### config.mk
export PLATFORM = sky130hd
export DESIGN_NAME = systolic_result_collector
export DESIGN_NICKNAME = d
export VERILOG_FILES = /design/src/rtl/systolic_pkg.sv /design/src/rtl/systolic_result_collector_fifo.sv /design/src/rtl/systolic_result_collector.sv
export SDC_FILE = /design/constraint.sdc
export NUM_CORES = 1
export LEC_CHECK = 0
export CAP_MARGIN = 20
export CORE_ASPECT_RATIO = 0.7
export CORE_MARGIN = 2
export CORE_UTILIZATION = 54
export CTS_CLUSTER_DIAMETER = 50
export CTS_CLUSTER_SIZE = 10
export DETAILED_ROUTE_END_ITERATION = 8
export GPL_TIMING_DRIVEN = 0
export PLACE_DENSITY = 0.76
export SLEW_MARGIN = 20
export SYNTH_ARGS = -nofsm -noshare
export SYNTH_HDL_FRONTEND = slang
export SYNTH_HIERARCHICAL = 1
export SYNTH_SLANG_ARGS = --single-unit
### constraint.sdc
create_clock -name clock -period 6.98 [get_ports clock]
set_input_delay 1.396 -clock clock [delete_from_list [all_inputs] [get_ports clock]]
set_output_delay 1.396 -clock clock [all_outputs]
set_load 0.05 [all_outputs]
### src/rtl/systolic_pkg.sv
// Parameters shared by the systolic PE, the array top and the result collector.
package systolic_pkg;

  localparam int SUM_W   = 16;
  localparam int COLS    = 4;
  localparam int SLICE_W = SUM_W;

  // Width of a counter that indexes n items; never zero so a 1-entry range still has a bit.
  function automatic int idx_width(input int n);
    return (n > 1) ? $clog2(n) : 1;
  endfunction

endpackage

### src/rtl/systolic_result_collector_fifo.sv
// First-word fall-through row buffer with occupancy count; the head word reads as zero when empty.
module result_fifo
  import systolic_pkg::*;
#(
  parameter int WIDTH = 8,
  parameter int DEPTH = 8
) (
  input  logic                     clock,
  input  logic                     reset,
  input  logic                     push,
  input  logic [WIDTH-1:0]         din,
  input  logic                     pop,
  output logic [WIDTH-1:0]         dout,
  output logic                     empty,
  output logic                     full,
  output logic [$clog2(DEPTH):0]   count
);

  localparam int AW = $clog2(DEPTH);

  logic [WIDTH-1:0] mem [DEPTH];
  logic [AW-1:0]    wr_ptr;
  logic [AW-1:0]    rd_ptr;
  logic             do_push;
  logic             do_pop;

  assign empty   = (count == '0);
  assign full    = (count == (AW+1)'(DEPTH));
  assign do_pop  = pop && !empty;
  // A simultaneous pop frees the slot, so a full buffer still accepts a push.
  assign do_push = push && (!full || do_pop);
  assign dout    = empty ? '0 : mem[rd_ptr];

  always_ff @(posedge clock) begin
    if (do_push) begin
      mem[wr_ptr] <= din;
    end
  end

  always_ff @(posedge clock) begin
    if (reset) begin
      wr_ptr <= '0;
      rd_ptr <= '0;
      count  <= '0;
    end else begin
      if (do_push) begin
        wr_ptr <= wr_ptr + 1'b1;
      end
      if (do_pop) begin
        rd_ptr <= rd_ptr + 1'b1;
      end
      case ({do_push, do_pop})
        2'b10:   count <= count + 1'b1;
        2'b01:   count <= count - 1'b1;
        default: count <= count;
      endcase
    end
  end

endmodule

### src/rtl/systolic_result_collector.sv
// De-skews the staggered bottom-row column sums of the systolic array into aligned rows,
// buffers them and streams them out with tile framing and an early stall request.
module systolic_result_collector
  import systolic_pkg::*;
#(
  parameter int COLS          = systolic_pkg::COLS,
  parameter int SUM_W         = systolic_pkg::SUM_W,
  parameter int DEPTH         = 8,
  parameter int ROWS_PER_TILE = 4
) (
  input  logic                  clock,
  input  logic                  reset,
  input  logic                  active,
  input  logic [COLS*SUM_W-1:0] colsum,
  input  logic [COLS-1:0]       colvalid,
  output logic [COLS*SUM_W-1:0] row_data,
  output logic                  row_valid,
  input  logic                  row_ready,
  output logic                  row_last,
  output logic                  stall_req,
  output logic                  overflow,
  output logic                  skew_err
);

  localparam int ROW_W = COLS * SUM_W;
  localparam int IDX_W = idx_width(ROWS_PER_TILE);
  localparam int CNT_W = $clog2(DEPTH) + 1;

  logic [SUM_W-1:0]       aligned_sum [COLS];
  logic [COLS-1:0]        aligned_vld;
  logic [ROW_W-1:0]       aligned_row;
  logic                   push_req;
  logic                   skew_hit;
  logic                   pop;
  logic                   accepted;
  logic [IDX_W-1:0]       tile_idx;
  logic [IDX_W-1:0]       head_idx;
  logic [IDX_W+ROW_W-1:0] fifo_dout;
  logic                   fifo_empty;
  logic                   fifo_full;
  logic [CNT_W-1:0]       fifo_count;

  // Column j arrives j cycles after column 0, so it gets COLS-j stages to line up.
  for (genvar j = 0; j < COLS; j++) begin : g_deskew
    localparam int STAGES = COLS - j;
    logic [SUM_W-1:0]  sum_q [STAGES];
    logic [STAGES-1:0] vld_q;

    always_ff @(posedge clock) begin
      if (reset) begin
        for (int k = 0; k < STAGES; k++) begin
          sum_q[k] <= '0;
        end
        vld_q <= '0;
      end else if (active) begin
        sum_q[0] <= colsum[j*SUM_W +: SUM_W];
        vld_q[0] <= colvalid[j];
        for (int k = 1; k < STAGES; k++) begin
          sum_q[k] <= sum_q[k-1];
          vld_q[k] <= vld_q[k-1];
        end
      end
    end

    assign aligned_sum[j] = sum_q[STAGES-1];
    assign aligned_vld[j] = vld_q[STAGES-1];
  end

  always_comb begin
    aligned_row = '0;
    for (int j = 0; j < COLS; j++) begin
      aligned_row[j*SUM_W +: SUM_W] = aligned_sum[j];
    end
  end

  assign push_req = active && (&aligned_vld);
  assign skew_hit = active && (|aligned_vld) && !(&aligned_vld);
  assign pop      = row_valid && row_ready;
  assign accepted = push_req && (!fifo_full || pop);

  result_fifo #(
    .WIDTH (IDX_W + ROW_W),
    .DEPTH (DEPTH)
  ) u_fifo (
    .clock (clock),
    .reset (reset),
    .push  (push_req),
    .din   ({tile_idx, aligned_row}),
    .pop   (pop),
    .dout  (fifo_dout),
    .empty (fifo_empty),
    .full  (fifo_full),
    .count (fifo_count)
  );

  assign row_valid = !fifo_empty;
  assign row_data  = fifo_dout[ROW_W-1:0];
  assign head_idx  = fifo_dout[ROW_W +: IDX_W];
  assign row_last  = row_valid && (head_idx == IDX_W'(ROWS_PER_TILE - 1));

  // Stall headroom of COLS rows covers everything already travelling through the delay lines.
  always_ff @(posedge clock) begin
    if (reset) begin
      tile_idx  <= '0;
      overflow  <= 1'b0;
      skew_err  <= 1'b0;
      stall_req <= 1'b0;
    end else begin
      if (accepted) begin
        tile_idx <= (tile_idx == IDX_W'(ROWS_PER_TILE - 1)) ? '0 : tile_idx + 1'b1;
      end
      if (push_req && fifo_full && !pop) begin
        overflow <= 1'b1;
      end
      if (skew_hit) begin
        skew_err <= 1'b1;
      end
      stall_req <= (fifo_count >= CNT_W'(DEPTH - COLS));
    end
  end

endmodule

---- Word-level counts from Yosys, hierarchy flattened ----
Memory sizes are Yosys's and may differ from the RTL's. A register that Yosys moved wholly into a read port is not among the register bits.
Index checks and enable logic that the tools add are counted.
cells by class
  reductions and logical operators ........ 21
  muxes and demuxes ....................... 23
  bitwise operators ....................... 9
  equality and inequality tests ........... 5
  magnitude comparators ................... 1
  add/sub/neg operators ................... 5
operator list
  cell                 number
  $mux 16              10
  $mux 66              1
  $reduce_or 16->1     1
  $logic_and 1x1->1    10
  $or 1x1->1           9
  $mux 1               8
  $pmux 4 s2           1
  $add 3x1->3 const B  2
  $eq 2x2->1 const B   3
  $mux 3               2
  $add 4x1->4 const B  1
  $eq 4x4->1 const B   1
  $ge 4x3->1 const B   1
  $logic_not 1->1      4
  $logic_not 4->1      1
  $reduce_and 4->1     1
  $reduce_or 4->1      1
  $sub 4x1->4 const B  1
  $add 2x1->2 const B  1
  $eq 2x1->1 const B   1
  $logic_or 1x1->1     2
  $mux 2               1
  $reduce_bool 2->1    1
word-level totals
  output and inout port bits .............. 69
  memories ................................ 5
  logic and storage cells ................. 80
  register bits after elaboration ......... 25
  RAM bits ................................ 688
  input bits .............................. 72
memory list
  name               words  width  rd ports  clocked after Yosys merged registers in  write ports  line                                  text
  u_fifo.mem         8      66     1         1                                        1            systolic_result_collector_fifo.sv:21  logic [WIDTH-1:0] mem [DEPTH];
  g_deskew[0].sum_q  4      16     4         0                                        4            systolic_result_collector.sv:46       logic [SUM_W-1:0] sum_q [STAGES];
  g_deskew[1].sum_q  3      16     3         0                                        3            systolic_result_collector.sv:46
  g_deskew[2].sum_q  2      16     2         0                                        2            systolic_result_collector.sv:46
  g_deskew[3].sum_q  1      16     1         0                                        1            systolic_result_collector.sv:46

---- Depth between registers and ports, before layout ----
Gate-level depths: netlist of the first run.
  depth in word-level cells ............... 8
  gate-level depth with buffers ........... 13
  depth with buffers taken out ............ 11

---- By module ----
Netlist of the first run, hierarchy kept.
modules (own cells, without submodules)
  module                     seq. area each (um2)  times used  cells an instance  area each (um2)
  result_fifo                16115.5               1           920                20754.9
  systolic_result_collector  5104.9                1           401                6592.6

---- Worst setup path before layout of the first run ----
OpenSTA, ideal clock, no wires.
  path type ............................... input port to flip-flop
  start point ............................. in active
  end point ............................... mem u_fifo/mem[0][0] (netlist bit) (enable)
  data arrival time ....................... 6.966 ns
  cell stages on the path ................. 7
  buffers on the path ..................... 2
  setup time .............................. 0.571 ns
  required time ........................... 6.409 ns
  setup slack ............................. -0.558 ns
  cell sequence ........................... buf_4 -> inv_2 -> nor2_1 -> clkbuf_1 -> o21ai_2 -> or2_2 -> nor3_1
between the ends
  cells in the longest elaborated chain, start to end .. 4
RTL lines
  item                          line                                  text
  start, declared               systolic_result_collector.sv:13       input logic active,
  $logic_and 1x1->1             systolic_result_collector.sv:76       assign push_req = active && (&aligned_vld);
  net push_req                  systolic_result_collector.sv:32       logic push_req;
  $logic_and 1x1->1             systolic_result_collector_fifo.sv:31  assign do_push = push && (!full || do_pop);
  $mux 1                        systolic_result_collector_fifo.sv:35  if (do_push) begin
  $mux 1 (implied by the code)  systolic_result_collector_fifo.sv:36  mem[wr_ptr] <= din;
  end, declared                 systolic_result_collector_fifo.sv:21
The timed path passes the listed nets, and every way through them passes these cells.

==> key figures, run 1 <==
Place
  • Port bufs: 139
  • Placement Setup Slack: 2400 ps
  • Final HPWL DP: 34,800 um
  • Global placement routability congestion: 0.754
  • Placed cell areas: 30,300 um^2

Synth
  • Synth warn: 6
  • Syn_nets: 1,399
  • Post-synth top area share: 0.755
  • Syn Std Cell Area: 27,300 um^2
  • Ys flop type: edfxtp_1
  • Avg Cell Area, Syn: 20.7 um^2
  • Yosys top cell by area: edfxtp_1
  • Gate Count Post-Synth: 1,321
  • Seq/Total Area, Yosys: 0.776
  • Async set-reset flop share out of synthesis: 0
  • Netlist cell types: 45
  • Yosys reg bits: 716
  • Top cells by area, synth: edfxtp_1, mux4_2, and2_1
  • Post-synth EDFFs: 688

Clock network
  • Root buffer cell: clkbuf_16
  • Clock slew at reported path FFs: 60 ps
  • Total CTS buffers: 81
  • Postcts setup bufs: 0
  • Worst-Skew Late Latency: 600 ps
  • Sink Count: 716
  • Post_cts resized: 0
  • Cts-stage hold buffer count: 0
  • CTS tree: done
  • H-tree Lvls: 3
  • CTS max path bufs: 3

Drt
  • WL final: 55,500 um
  • Post-route DRC: 0
  • Vias: 13,100
  • Iteration-0 DRC count of the detailed router: 1,118
  • Pre-antenna DRT Iters: 5
  • Final ANT Viol Nets: 0
  • Drt via density: 5.81
  • Wire per inst: 24.6 um

Floorplanning
  • Die ar.: 52,500 um^2
  • I/O pin total: 141
  • Chip Height: 192 um
  • Die W: 273 um
  • CORE AREA: 49,700 um^2
  • Initial core utilization: 0.550
  • Row Count: 68

Global routing
  • Gr usage total: 0.218
  • First-pass GRT wire length: 83,200 um
  • Initial antenna violation count: 1
  • Pin count of the biggest net entering global routing: 46
  • Vias in the first global route: 13,400
  • Grt ovf: 0

Final layout
  • Diode count: 0
  • Area grow syn2layout: 18.7%
  • Share of layout cells above drive strength 1: 0.201
  • Layout net count: 1,655
  • Most common cell after layout, fill and taps aside: edfxtp_1
  • Commonest cells after routing, fill and taps aside: edfxtp_1, and2_1, clkdlybuf4s50_1, mux4_2, nor2_1
  • Fin area: 32,500 um^2

Timing
  • Final hold violations: 0
  • Actual slew at the worst max-slew pin: 913 ps
  • Clock Skew: 22.9 ps
  • Minimum clock period: 5110 ps
  • Fmax: 0.196 GHz
  • Worst relative slew slack: 0.389
  • Final period utilization: 0.732
  • Pins Over Slew Limit: 0
  • Final worst setup slack: 1870 ps
  • RSZ-0062 raised after global routing: false
  • Final-report setup violation count: 0

Setup path
  • Required time of the critical path: 5580 ps
  • Max FO, Critical Path: 10
  • Reg-to-reg startpoint: u_fifo/count[3]
  • Internal reg-to-reg setup slack: 2590 ps
  • Worst setup SP type: register
  • Worst r2r dst: u_fifo/mem[1][33]
  • Critical path arrival: 3710 ps
  • Reg2reg path depth: 12
  • CP endpoint kind: output pin
  • Kind of critical path: register to output pin

Pwr
  • Peak VDD IR: 188 uV
  • PD cells: 264 nW/um^2
  • LEAKAGE: 10.6 nW
  • Total chip power: 8.57 mW

Hold path
  • Hold Startpoint: g_deskew[1].vld_q[1]
  • Worst Hold End: g_deskew[1].vld_q[1]
  • Hold Path Depth: 2
  • Hold Path Class: register to register

Job
  • Max-Cap Viols: 0

Status
  • Status: finished clean
==> state kept, by name, indices dropped and copies added, names as in the netlist, named ones only <==
register,flops
g_deskew.sum_q,160
overflow,1
u_fifo/mem,528
tile_idx,2
g_deskew.vld_q,10
u_fifo/wr_ptr,3
skew_err,1
u_fifo/rd_ptr,3
u_fifo/count,4
stall_req,1
==> metal layers <==
layer / GRT usage / wire [um] / vias up
met5: 0 / 0 / -
met4: 0.0685 / 1350 / 0
met3: 0.0438 / 3990 / 89
met2: 0.348 / 27000 / 515
met1: 0.308 / 23100 / 6799
li1: - / - / 5697
==> worst max-delay path: stages (launching register included) <==
cell and delay (ps):
dfxtp_1 310, clkbuf_1 480, buf_2 430, buf_2 390, mux4_2 270, mux2i_1 80, nor2_1 180, and3_1 180
clkdlybuf4s50_1 790
==> cells by family (layout without fill, tap and decap cells) <==
kind of cell,Yosys count,count (layout),synth area share
AOI/OAI and AO/OA,16,16,0.00535
xor gates and xnor gates,6,6,0.00192
adders and majority gates,6,6,0.00302
buffers and inverters,76,343,0.0175
DFF,716,716,0.776
muxes,213,213,0.138
and+or+nand+nor,288,288,0.0579
==> report_power, final <==
part | switching (mW) | internal (mW) | total, mW
clock | 1.49 | 2.10 | 3.58
combinational | 0.0639 | 0.0668 | 0.131
sequential | 0.0579 | 4.80 | 4.86
total | 1.61 | 6.97 | 8.57
==> how the worst max path moves through the flow <==
| stage | startpoint | end | slack (ps) | depth (start not counted) |
|---|---|---|---|---|
| final | register | row_last | 1870 | 8 |
| after global routing | u_fifo/count[3] | row_data[38] | 1780 | 5 |
| after CTS | register | row_last | 1860 | 8 |
| after detailed placement | row_ready | u_fifo/mem[0][28] | 2400 | 11 |
| after global placement | row_ready | u_fifo/mem[2][28] | -2020 | 7 |
| after floorplan | active | g_deskew[0].sum_q[0][0] | 1160 | 3 |
==> metrics by stage <==
stage | setup TNS, ps | hold WS (ps) | std cells | utilization
floorplan | 0 | 460 | 1321 | -
global placement | -1128470 | 463 | 2125 | 0.595
detailed placement | 0 | 491 | 2159 | 0.610
CTS | 0 | 505 | 2253 | 0.653
global route | 0 | 524 | 2253 | 0.653
finish | 0 | 497 | 2253 | 0.653
==> cell usage after synthesis (2+ instances only) <==
library cell and count:
mux4_2 132, nor2_1 96, and2_1 161, nand2_1 3, buf_4 2, xnor2_1 3, a21oi_1 3, inv_1 6
ha_1 5, a31oi_1 2, edfxtp_1 688, or2_2 2, nor3_1 4, mux2i_1 80, buf_6 21, o21ai_2 2
o211ai_1 2, nand3b_1 2, clkbuf_1 24, xor2_1 3, dfxtp_1 28, buf_2 22, nand2b_1 7, nand3_1 2
==> layout make-up <==
type / count / area (um^2)
Timing Repair Buffer: 173 / 2080
Fill cell: 3176 / 17200
Tap cell: 665 / 832
Buffer: 69 / 452
Clock buffer: 90 / 2100
Inverter: 7 / 26.3
Sequential cell: 716 / 21200
Clock inverter: 4 / 31.3
Multi-Input combinational cell: 529 / 5720
Note: power is estimated with default switching activity, not from simulation.
==> run 2: changes to the inputs <==
clock period = 4.33 ns   (was 6.98 ns; I/O delays follow)
==> run 2 against run 1 <==
Via count is 0.31% lower. Final area is 0.10% higher. First-iteration DRC count is 11% higher. Die area stayed put. Worst setup slack worse by 1700 ps. Non-clock buffer count stayed put. Core utilization is 0.068 points higher. Sequential share of layout area is 0.064 points lower. Hold slack worse by 13 ps. Routed wire length is 0.28% higher. Sequential cell count stayed put. Clock skew is 5.4 ps lower. Critical path type unchanged. Critical endpoint is now row_data[36]. Largest cell class unchanged. Largest power group unchanged.
==> key figures, run 2 (same netlist as run 1, synthesis figures left out) <==
Floorplanning
  • I/O pin total: 141 (unchanged)
  • Die W: 273 um (unchanged)
  • Initial core utilization: 0.550 (unchanged)
  • Die ar.: 52,500 um^2 (unchanged)
  • CORE AREA: 49,700 um^2 (unchanged)
  • Chip Height: 192 um (unchanged)
  • Row Count: 68 (unchanged)

Clock network
  • Clock slew at reported path FFs: 50 ps (about the same)
  • Sink Count: 716 (unchanged)
  • Cts-stage hold buffer count: 0 (unchanged)
  • CTS tree: done
  • Total CTS buffers: 81 (unchanged)
  • Worst-Skew Late Latency: 600 ps (about the same)
  • CTS max path bufs: 3 (unchanged)
  • Postcts setup bufs: 0 (unchanged)
  • Root buffer cell: clkbuf_16
  • H-tree Lvls: 3 (unchanged)

Global routing
  • First-pass GRT wire length: 83,300 um (+0.21%)
  • Grt ovf: 0 (unchanged)
  • M1 GR Usage: 0.304 (-0.00440)
  • Initial antenna violation count: 1 (unchanged)
  • Vias in the first global route: 13,400 (-0.097%)
  • Top Usage Layer GRT: met2
  • Met3 Use GR: 0.0477 (+0.00386)
  • Pin count of the biggest net entering global routing: 55 (+20%)
  • Grt met2 use: 0.353 (+0.00420)
  • Gr usage total: 0.219 (+0.000442)

Pwr
  • Peak VDD IR: 256 uV (+36%)
  • PD cells: 424 nW/um^2 (+61%)
  • Total chip power: 13.8 mW (+61%)
  • LEAKAGE: 10.7 nW (+0.41%)

Setup path
  • Required time of the critical path: 3460 ps (-2120 ps)
  • Worst r2r dst: u_fifo/mem[5][51]
  • CP endpoint kind: output pin
  • Slowest stage delay, CP: 870 ps (+80 ps)
  • Internal reg-to-reg setup slack: 230 ps (-2360 ps)
  • Reg-to-reg startpoint: u_fifo/count[3]
  • Crit path max-delay cell type: clkdlybuf4s50_1
  • Critical path arrival: 3290 ps (-420 ps)
  • Crit-path most repeated cell: buf_2
  • Crit path cell chain: clkbuf_1, buf_2, buf_2, mux2i_1, nor2_1, clkdlybuf4s50_1
  • Reg2reg path depth: 10 (-2)
  • Kind of critical path: register to output pin
  • Worst setup SP type: register
  • Max FO, Critical Path: 10 (unchanged)

Drt
  • Drt via density: 5.80 (-0.17%)
  • Pre-antenna DRT Iters: 5 (unchanged)
  • Wire per inst: 24.7 um (+0.41%)
  • Post-route DRC: 0 (unchanged)
  • WL final: 55,700 um (+0.28%)
  • Vias: 13,100 (-0.31%)
  • Iteration-0 DRC count of the detailed router: 1,240 (+11%)
  • Final ANT Viol Nets: 0 (unchanged)

Timing
  • Actual slew at the worst max-slew pin: 956 ps (+43.4 ps)
  • Final period utilization: 0.959
  • Minimum clock period: 4150 ps
  • RSZ-0062 raised after global routing: false
  • Pins Over Slew Limit: 0 (unchanged)
  • Fmax: 0.241 GHz
  • Final-report setup violation count: 0 (unchanged)
  • Worst relative slew slack: 0.362 (-0.0262)
  • Final hold violations: 0 (unchanged)
  • Clock Skew: 17.5 ps (-5.40 ps)

Final layout
  • Largest reg by FF count: u_fifo/mem
  • Max FFs per register: 528 (unchanged)
  • Most common cell after layout, fill and taps aside: edfxtp_1
  • Fin area: 32,500 um^2 (+0.10%)
  • Register area: 21,200 um^2 (about the same)
  • Biggest regs: u_fifo/mem: 528 flops, g_deskew.sum_q: 160 flops, g_deskew.vld_q: 10 flops
  • Commonest cells after routing, fill and taps aside: edfxtp_1, and2_1, clkdlybuf4s50_1, mux4_2, nor2_1
  • Area of the multi-input gates: 5730 um^2 (+0.15%)
  • Share of layout cells above drive strength 1: 0.204 (+0.00290)
  • Filler instances: 3,160 (-0.50%)
  • Area grow syn2layout: 18.8%
  • Layout net count: 1,655 (unchanged)
  • Diode count: 0 (unchanged)

Place
  • Port bufs: 139 (unchanged)
  • Global placement routability congestion: 0.735 (-2.5%)
  • Placed cell areas: 30,400 um^2 (+0.15%)
  • Final HPWL DP: 35,100 um (+0.81%)

Hold path
  • Hold Path Class: register to register
  • Worst Hold End: skew_err
  • Hold Startpoint: skew_err
  • Hold Path Depth: 2 (unchanged)

Job
  • Max-Cap Viols: 0 (unchanged)

Status
  • Status: finished clean
[run 2: changes by cell type in the layout (fill, tap and decap cells not counted), moves of 2 or more]
cell             before  now
clkbuf_1             31   25
clkdlybuf4s50_1     139  137
clkbuf_2              0    3
buf_16                9   13
buf_12               14   10
[run 2: layout make-up]
cell class                      count  area share
Buffer                             68      0.0140
Clock buffer                       87      0.0637
Sequential cell                   716       0.653
Inverter                            7    0.000809
Tap cell                          665      0.0256
Multi-Input combinational cell    529       0.176
Timing Repair Buffer              174      0.0653
Clock inverter                      4     0.00119
[run 2: timing repair]
action / CTS / global route
cloned: 0 / 0
setup endpoints to repair: 64 / 7
gates resized for setup: 5 / 4
[run 2: how the worst max path moves through the flow]
| stage | start | endpoint | slack, ps | depth (start not counted) |
|---|---|---|---|---|
| finish | register | row_data[36] | 180 | 6 |
| global route | u_fifo/count[3] | u_fifo/mem[5][35] | 20 | 10 |
| CTS | u_fifo/count[3] | row_data[46] | 20 | 5 |
| detailed placement | u_fifo/count[3] | u_fifo/mem[5][26] | 70 | 10 |
| global placement | row_ready | u_fifo/mem[6][26] | -4140 | 7 |
| floorplan | active | u_fifo/mem[2][0] | -890 | 7 |
[run 2: power by group]
| part | internal [mW] | total, mW | switching, mW |
|---|---|---|---|
| Clock | 3.34 | 5.74 | 2.40 |
| Combinational | 0.108 | 0.210 | 0.102 |
| Sequential | 7.74 | 7.83 | 0.0931 |
[run 2: per-layer routing]
metal / wire [um] / up-vias
met2: 27400 / 510
met4: 1330 / 0
met1: 22900 / 6775
met5: 0 / -
met3: 4000 / 102
li1: - / 5673
[run 2: worst max-delay path: cells and delay by family (launching register included)]
kind          cells  cell delay [ps]
buf+inv           4             1990
flops             1              300
simple gates      1              250
mux               1              150
[run 2: per-stage QoR]
stage	utilization	worst slack (ps)	setup TNS (ps)	cells	hold WS [ps]
after floorplan	-	-892	-193920	1321	460
after global placement	0.596	-4140	-1588060	2125	464
after detailed placement	0.611	69.8	0	2160	475
after CTS	0.654	21.1	0	2250	487
after global routing	0.654	22.5	0	2250	510
final	0.654	178	0	2250	484
==> run 3: changes to the inputs <==
CORE_UTILIZATION = 55   (was 54)
CTS_BUF_LIST = sky130_fd_sc_hd__clkbuf_8   (was unset)
PLACE_DENSITY = 0.77   (was 0.76)
REMOVE_ABC_BUFFERS = 1   (was unset)
==> run 3 against run 2 <==
Critical path depth up 4. First-iteration DRC count down 18%. Sequential share of layout area up 1.8 points. Sequential power about the same. Routed wire length down 10%. Maximum frequency down 1.8%. Die area down 1.8%. Clock-buffer cell count unchanged. Clock power down 30%. Clock skew up 4.4 ps. Critical path type is now input port to register. Largest cell class unchanged.
==> key figures, run 3 (same netlist as run 1, synthesis figures left out) <==
Setup path
  • Top Family by Delay on Critical Path: buffers and inverters
  • Max FO, Critical Path: 13 (+3)
  • Required time of the critical path: 4670 ps (+1210 ps)
  • Crit-path most repeated cell: buf_4
  • Worst setup SP type: input port
  • CP endpoint kind: register
  • Crit path max-delay cell type: clkdlybuf4s50_1
  • Crit path cell chain: clkdlybuf4s50_1, inv_2, nor2_2, o211ai_1, nor3_4, buf_6, buf_6, buf_4, buf_4, buf_4
  • Slowest stage delay, CP: 910 ps (+40 ps)
  • Kind of critical path: input port to register
  • Critical path arrival: 4570 ps (+1280 ps)
  • Internal reg-to-reg setup slack: 580 ps (+350 ps)
  • Critical path buffer and inverter count: 7 (+3)

Pwr
  • LEAKAGE: 10.4 nW (-2.7%)
  • PD cells: 379 nW/um^2 (-11%)
  • Peak VDD IR: 173 uV (-33%)

Hold path
  • Hold Path Class: register to register

Final layout
  • Area grow syn2layout: 15.7%
  • Largest reg by FF count: u_fifo/mem
  • Share of layout cells above drive strength 1: 0.202 (-0.00225)
  • Filler instances: 3,284 (+3.9%)
  • Max FFs per register: 528 (unchanged)
  • Register area: 21,200 um^2 (about the same)
  • Biggest regs: u_fifo/mem: 528 flops, g_deskew.sum_q: 160 flops, g_deskew.vld_q: 10 flops
  • Fin area: 31,600 um^2 (-2.6%)
  • Area of the multi-input gates: 5720 um^2 (about the same)
  • Most common cell after layout, fill and taps aside: edfxtp_1
  • Commonest cells after routing, fill and taps aside: edfxtp_1, and2_1, mux4_2, clkdlybuf4s50_1, nor2_1
  • Diode count: 0 (unchanged)
  • Layout net count: 1,619 (-2.2%)

Drt
  • Vias: 12,500 (-4.1%)
  • Final ANT Viol Nets: 0 (unchanged)
  • Iteration-0 DRC count of the detailed router: 1,021 (-18%)
  • Wire per inst: 22.5 um (-9.2%)
  • Drt via density: 5.62 (-3.2%)
  • Pre-antenna DRT Iters: 5 (unchanged)
  • Post-route DRC: 0 (unchanged)
  • WL final: 50,000 um (-10%)

Status
  • Status: finished clean

Timing
  • Fmax: 0.236 GHz (-1.8%)
  • Final period utilization: 0.977 (+0.0177)
  • Worst relative slew slack: 0.404 (+0.0412)
  • Pins Over Slew Limit: 0 (unchanged)
  • Actual slew at the worst max-slew pin: 891 ps (-65.7 ps)
  • Minimum clock period: 4230 ps (+76.6 ps)
  • Setup TNS Final: 0 ps (unchanged)
  • Final-report setup violation count: 0 (unchanged)
  • Clock Skew: 21.9 ps (+4.42 ps)
  • RSZ-0062 raised after global routing: false
  • Final hold violations: 0 (unchanged)

Clock network
  • H-tree Lvls: 3 (unchanged)
  • Worst-Skew Late Latency: 650 ps (+50 ps)
  • Total CTS buffers: 81 (unchanged)
  • Clock slew at reported path FFs: 70 ps (+20 ps)
  • CTS max path bufs: 3 (unchanged)
  • Root buffer cell: clkbuf_8
  • Sink Count: 716 (unchanged)
  • CTS tree: done

Global routing
  • Pin count of the biggest net entering global routing: 71 (+29%)
  • Initial antenna violation count: 0 (-1)
  • Gr usage total: 0.199 (-0.0195)
  • Grt ovf: 0 (unchanged)
  • Vias in the first global route: 13,000 (-2.9%)
  • First-pass GRT wire length: 76,800 um (-7.9%)

Floorplanning
  • Initial core utilization: 0.556 (+0.00571)
  • I/O pin total: 141 (unchanged)
  • CORE AREA: 49,200 um^2 (-1.0%)
  • Chip Height: 191 um (-0.89%)
  • Die ar.: 51,600 um^2 (-1.8%)
  • Row Count: 68 (unchanged)
  • Die W: 271 um (-0.90%)

Job
  • Max-Cap Viols: 0 (unchanged)

Place
  • Placed cell areas: 30,300 um^2 (about the same)
  • Port bufs: 140 (+0.72%)
  • Global placement routability congestion: 0.689 (-6.3%)
  • Final HPWL DP: 30,800 um (-12%)
[run 3: cell types whose count changed in the layout (fill, tap and decap cells not counted), moves of 13 or more]
| cell | before | now |
|---|---|---|
| dlygate4sd2_1 | 1 | 14 |
| clkbuf_16 | 82 | 0 |
| inv_1 | 6 | 22 |
| clkbuf_1 | 25 | 0 |
| clkdlybuf4s50_1 | 137 | 120 |
| buf_2 | 21 | 1 |
| clkbuf_8 | 0 | 87 |
[run 3: cell type report]
class                      count  share of cell area
multi-input combinational    529               0.181
clock inverter                18             0.00308
clock buffer                  87              0.0378
sequential                   716               0.671
tap                          665              0.0263
inverter                       7            0.000830
timing repair buffer         206              0.0802
[run 3: power breakdown]
part           internal [mW]  total (mW)  switching (mW)
combinational          0.100       0.191          0.0911
clock                   1.86        3.99            2.13
sequential              7.72        7.81          0.0897
[run 3: worst paths after layout]
check / to / cells after the start / start
worst max-delay path: u_fifo/mem[1][40] / 10 / active
worst min-delay path: overflow / 1 / overflow
worst max register to register: u_fifo/mem[1][40] / 11 / u_fifo/count[3]
worst min register to register: overflow / 1 / overflow
[run 3: repair_timing]
item | in CTS | in global routing
setup buffers | 1 | 1
hold buffers | 0 | 0
cloned | 0 | 0
resized for setup | 19 | 7
setup endpoints to repair | 35 | 6
[run 3: worst register-to-register path, delay by kind of cell (launching register included)]
| family | cells | cell delay, ps |
|---|---|---|
| compound gates | 1 | 760 |
| buf+inv | 6 | 1120 |
| flops | 1 | 430 |
| simple gates | 4 | 1190 |
[run 3: per-layer routing]
metal  track usage  up-vias  routed length (um)
li1              -     5590                   -
met1         0.278     6493               21700
met2         0.325      363               24700
met3        0.0458       78                2810
met4        0.0491        0                 851
met5             0        -                   0
[run 3: metrics by stage]
stage	utilization	cells	power [mW]	setup slack, ps	hold slack, ps
6_report	0.644	2228	12.0	102	484
5_1_grt	0.644	2228	12.4	9.46	500
4_1_cts	0.643	2227	12.1	19.2	484
3_5_place_dp	0.617	2121	8.16	-922	467
3_3_place_gp	0.592	2057	8.15	-8650	451
2_1_floorplan	-	1252	8.02	-3430	456
==> RTL change 1: new RTL, settings of run 1 <==
`DEPTH` is set to 8 in 2 places; all go to 16.
--- a/src/rtl/systolic_result_collector_fifo.sv
+++ b/src/rtl/systolic_result_collector_fifo.sv
@@ -3,7 +3,7 @@
   import systolic_pkg::*;
 #(
   parameter int WIDTH = 8,
-  parameter int DEPTH = 8
+  parameter int DEPTH = 16
 ) (
   input  logic                     clock,
   input  logic                     reset,
--- a/src/rtl/systolic_result_collector.sv
+++ b/src/rtl/systolic_result_collector.sv
@@ -5,7 +5,7 @@
 #(
   parameter int COLS          = systolic_pkg::COLS,
   parameter int SUM_W         = systolic_pkg::SUM_W,
-  parameter int DEPTH         = 8,
+  parameter int DEPTH         = 16,
   parameter int ROWS_PER_TILE = 4
 ) (
   input  logic                  clock,
Behaviour: no difference found for any inputs over 4 cycles, from zero or initial values and one cycle with reset high; that may be too few to reach the edited logic, so the function may still have changed.
==> RTL change 1 against run 1 <==
Power increased by 84%; count of clock-buffer cells in the layout increased by 77; worst setup slack got worse by 1500 ps; combinational power increased to 5.1 times the old value; final area increased by 72%; area after synthesis increased by 74%; critical path depth decreased by 1; sequential cell count increased by 532; highest routed layer unchanged; clock power increased by 85%; wire length increased by 100%.
==> RTL change 1: results <==
metrics = {
    "synth": {
        "ys_types": 54,
        "synthMuxAreaShare": 0.143,
        "synth-seq-area-share": 0.779,
        "synth_edf_count": 1216,
        "synth_xor_area_frac": 0.00129,
        "synth_fp_nets": 2233,
        "synth_common_cells": "edfxtp_1 (1216), mux4_2 (264), and2_1 (168)",
    },
    "clocking": {
        "insertion_delay_ps": 750,
        "cts_buffers": 145,
        "htree_levels": 4,
    },
    "finish": {
        "inverters": 17,
        "multi_input_area_um2": 9890,
        "nMultiInputCombCells": 769,
        "seq_cell_count": 1248,
        "sh_seq_area": 0.667,
        "nets": 2613,
        "nonClkBufAreaFrac": 0.0568,
        "clk_share": 0.0715,
    },
    "power": {
        "irDropWorstVdd_v": 0.000277,
        "p_leak_nw": 18.1,
    },
    "global_routing": {
        "use_met3": 0.0612,
        "antenna_found_initial": 3,
        "track_usage": 0.252,
        "grt_start_max_net_pins": 50,
        "grt_pass1_wl_um": 162000,
        "grt.met1_usage": 0.343,
    },
    "detailed_routing": {
        "wl_met2_um": 53400,
        "drt_wl_total_um": 112000,
        "first_iter_violations": 2960,
        "wl_met1_um": 43200,
    },
    "placed_design": {
        "dp_slack_ps": 1320,
        "gp_congestion": 0.782,
        "post-dp-hpwl_um": 68800,
    },
    "critical_path": {
        "r2r_cells": 15,
        "timing.rr.end": "u_fifo/mem[2][48]",
        "reg2reg_from": "u_fifo/count[0]",
        "crit_path_max_incr_delay_ps": 840,
        "cp_data_arrival_time_ps": 5160,
    },
    "hold_path": {
        "holdPathEnd": "skew_err",
        "min-delay-start": "skew_err",
    },
    "timing": {
        "skew_ps": 25.3,
        "post-route-period-util": 0.940,
    },
    "outcome": {
        "status": "finished, final reports clean",
    },
}
[RTL change 1: changes by cell type after synthesis, sizes merged, moves of 25 or more]
| cell | before | now |
|---|---|---|
| mux4 | 132 | 264 |
| mux2 | 1 | 62 |
| a221o | 0 | 60 |
| mux2i | 80 | 20 |
| nor2b | 1 | 69 |
| clkbuf | 24 | 49 |
| edfxtp | 688 | 1216 |
| nor2 | 97 | 35 |
[RTL change 1: through the flow]
step,area [µm²],power (W),hold slack [ps],util,std cells
2_1_floorplan,47700,0.00894,460,-,2151
3_3_place_gp,50500,0.00924,459,0.576,3452
3_5_place_dp,51700,0.00926,481,0.589,3546
4_1_cts,55700,0.0158,490,0.635,3729
5_1_grt,55700,0.0161,511,0.635,3729
6_report,55700,0.0157,493,0.635,3730
[RTL change 1: report_power, final]
part | internal [W] | switching [W]
combinational | 0.000231 | 0.000436
sequential | 0.00833 | 0.000116
clock | 0.00383 | 0.00279
total | 0.0124 | 0.00335
==> RTL change 2: new RTL, flow settings as in run 1 <==
Made on the original files. One comparison of `count` changes from == to >=.
--- a/src/rtl/systolic_result_collector_fifo.sv
+++ b/src/rtl/systolic_result_collector_fifo.sv
@@ -25,7 +25,7 @@
   logic             do_pop;
 
   assign empty   = (count == '0);
-  assign full    = (count == (AW+1)'(DEPTH));
+  assign full    = (count >= (AW+1)'(DEPTH));
   assign do_pop  = pop && !empty;
   // A simultaneous pop frees the slot, so a full buffer still accepts a push.
   assign do_push = push && (!full || do_pop);
Formal check against the unedited RTL: no difference found for any inputs over 4 cycles, from zero or initial values and one cycle with reset high; that may be too few to reach the edited logic, so the function may still have changed.
==> RTL change 2 against run 1 <==
Sequential cell count unchanged; count of clock-buffer cells in the layout is 11 higher; wire length fell by 3.2%; clock power grew 5%; combinational power decreased by 3%; power is 2.0% higher; final area is 0.40% higher; worst setup slack better by 140 ps; final cell count is 0.49% higher; area after synthesis fell by 0.22%; critical path type unchanged; largest cell class unchanged.
==> RTL change 2: results <==
metrics = {
    "global_routing": {
        "grt_pass1_wl_um": 81000,
        "grt.met1_usage": 0.292,
        "use_met3": 0.0440,
        "antenna_found_initial": 0,
        "grt_pass1_vias": 13400,
    },
    "outcome": {
        "status": "finished, final reports clean",
    },
    "synth": {
        "synthAdderAreaFrac": 0.00303,
        "synth_cells": 1316,
        "synth-seq-area-share": 0.778,
        "synth_common_cells": "edfxtp_1 (688), and2_1 (160), mux4_2 (132)",
        "synth_fp_nets": 1394,
    },
    "detailed_routing": {
        "vias_per_cell": 5.69,
        "first_iter_violations": 1285,
        "wl_met3_um": 4320,
    },
    "power": {
        "irDropWorstVdd_v": 0.000205,
        "power_frac_clock": 0.430,
        "p_leak_nw": 10.7,
        "total_power_w": 0.00875,
    },
    "timing": {
        "timing.hold.ws_ps": 490,
        "slew_headroom": 0.316,
    },
    "placed_design": {
        "gp_congestion": 0.746,
        "place_area_um2": 30300,
        "dpl.cell_count": 2156,
    },
    "finish": {
        "fin_cells": 2264,
        "fillers": 3143,
    },
    "critical_path": {
        "worst_path_max_delay_cell": "nor4_2",
    },
}
## RTL change 2: cell count changes in the layout (fill, tap and decap cells not counted), sizes merged, moves of 2 or more
cell / before / now
bufinv: 0 / 2
buf: 79 / 82
nand3b: 2 / 0
clkbuf: 114 / 124
nor2: 97 / 99
a21oi: 3 / 1
o21ai: 2 / 4
## RTL change 2: layout make-up
type,instances,share of cell area
Buffer,69,0.0136
Clock inverter,6,0.00265
Antenna cell,1,0.0000768
Inverter,9,0.00104
Clock buffer,101,0.0671
Timing Repair Buffer,175,0.0652
Sequential cell,716,0.651
Multi-Input combinational cell,522,0.174
Tap cell,665,0.0255
## RTL change 2: path summary, 6_finish.rpt
check / to / cells past startpoint / from
worst min-delay path: skew_err / 2 / skew_err
worst max register to register: u_fifo/count[3] / 12 / u_fifo/count[3]
worst max-delay path: row_data[19] / 4 / u_fifo/count[3]
worst min register to register: skew_err / 2 / skew_err
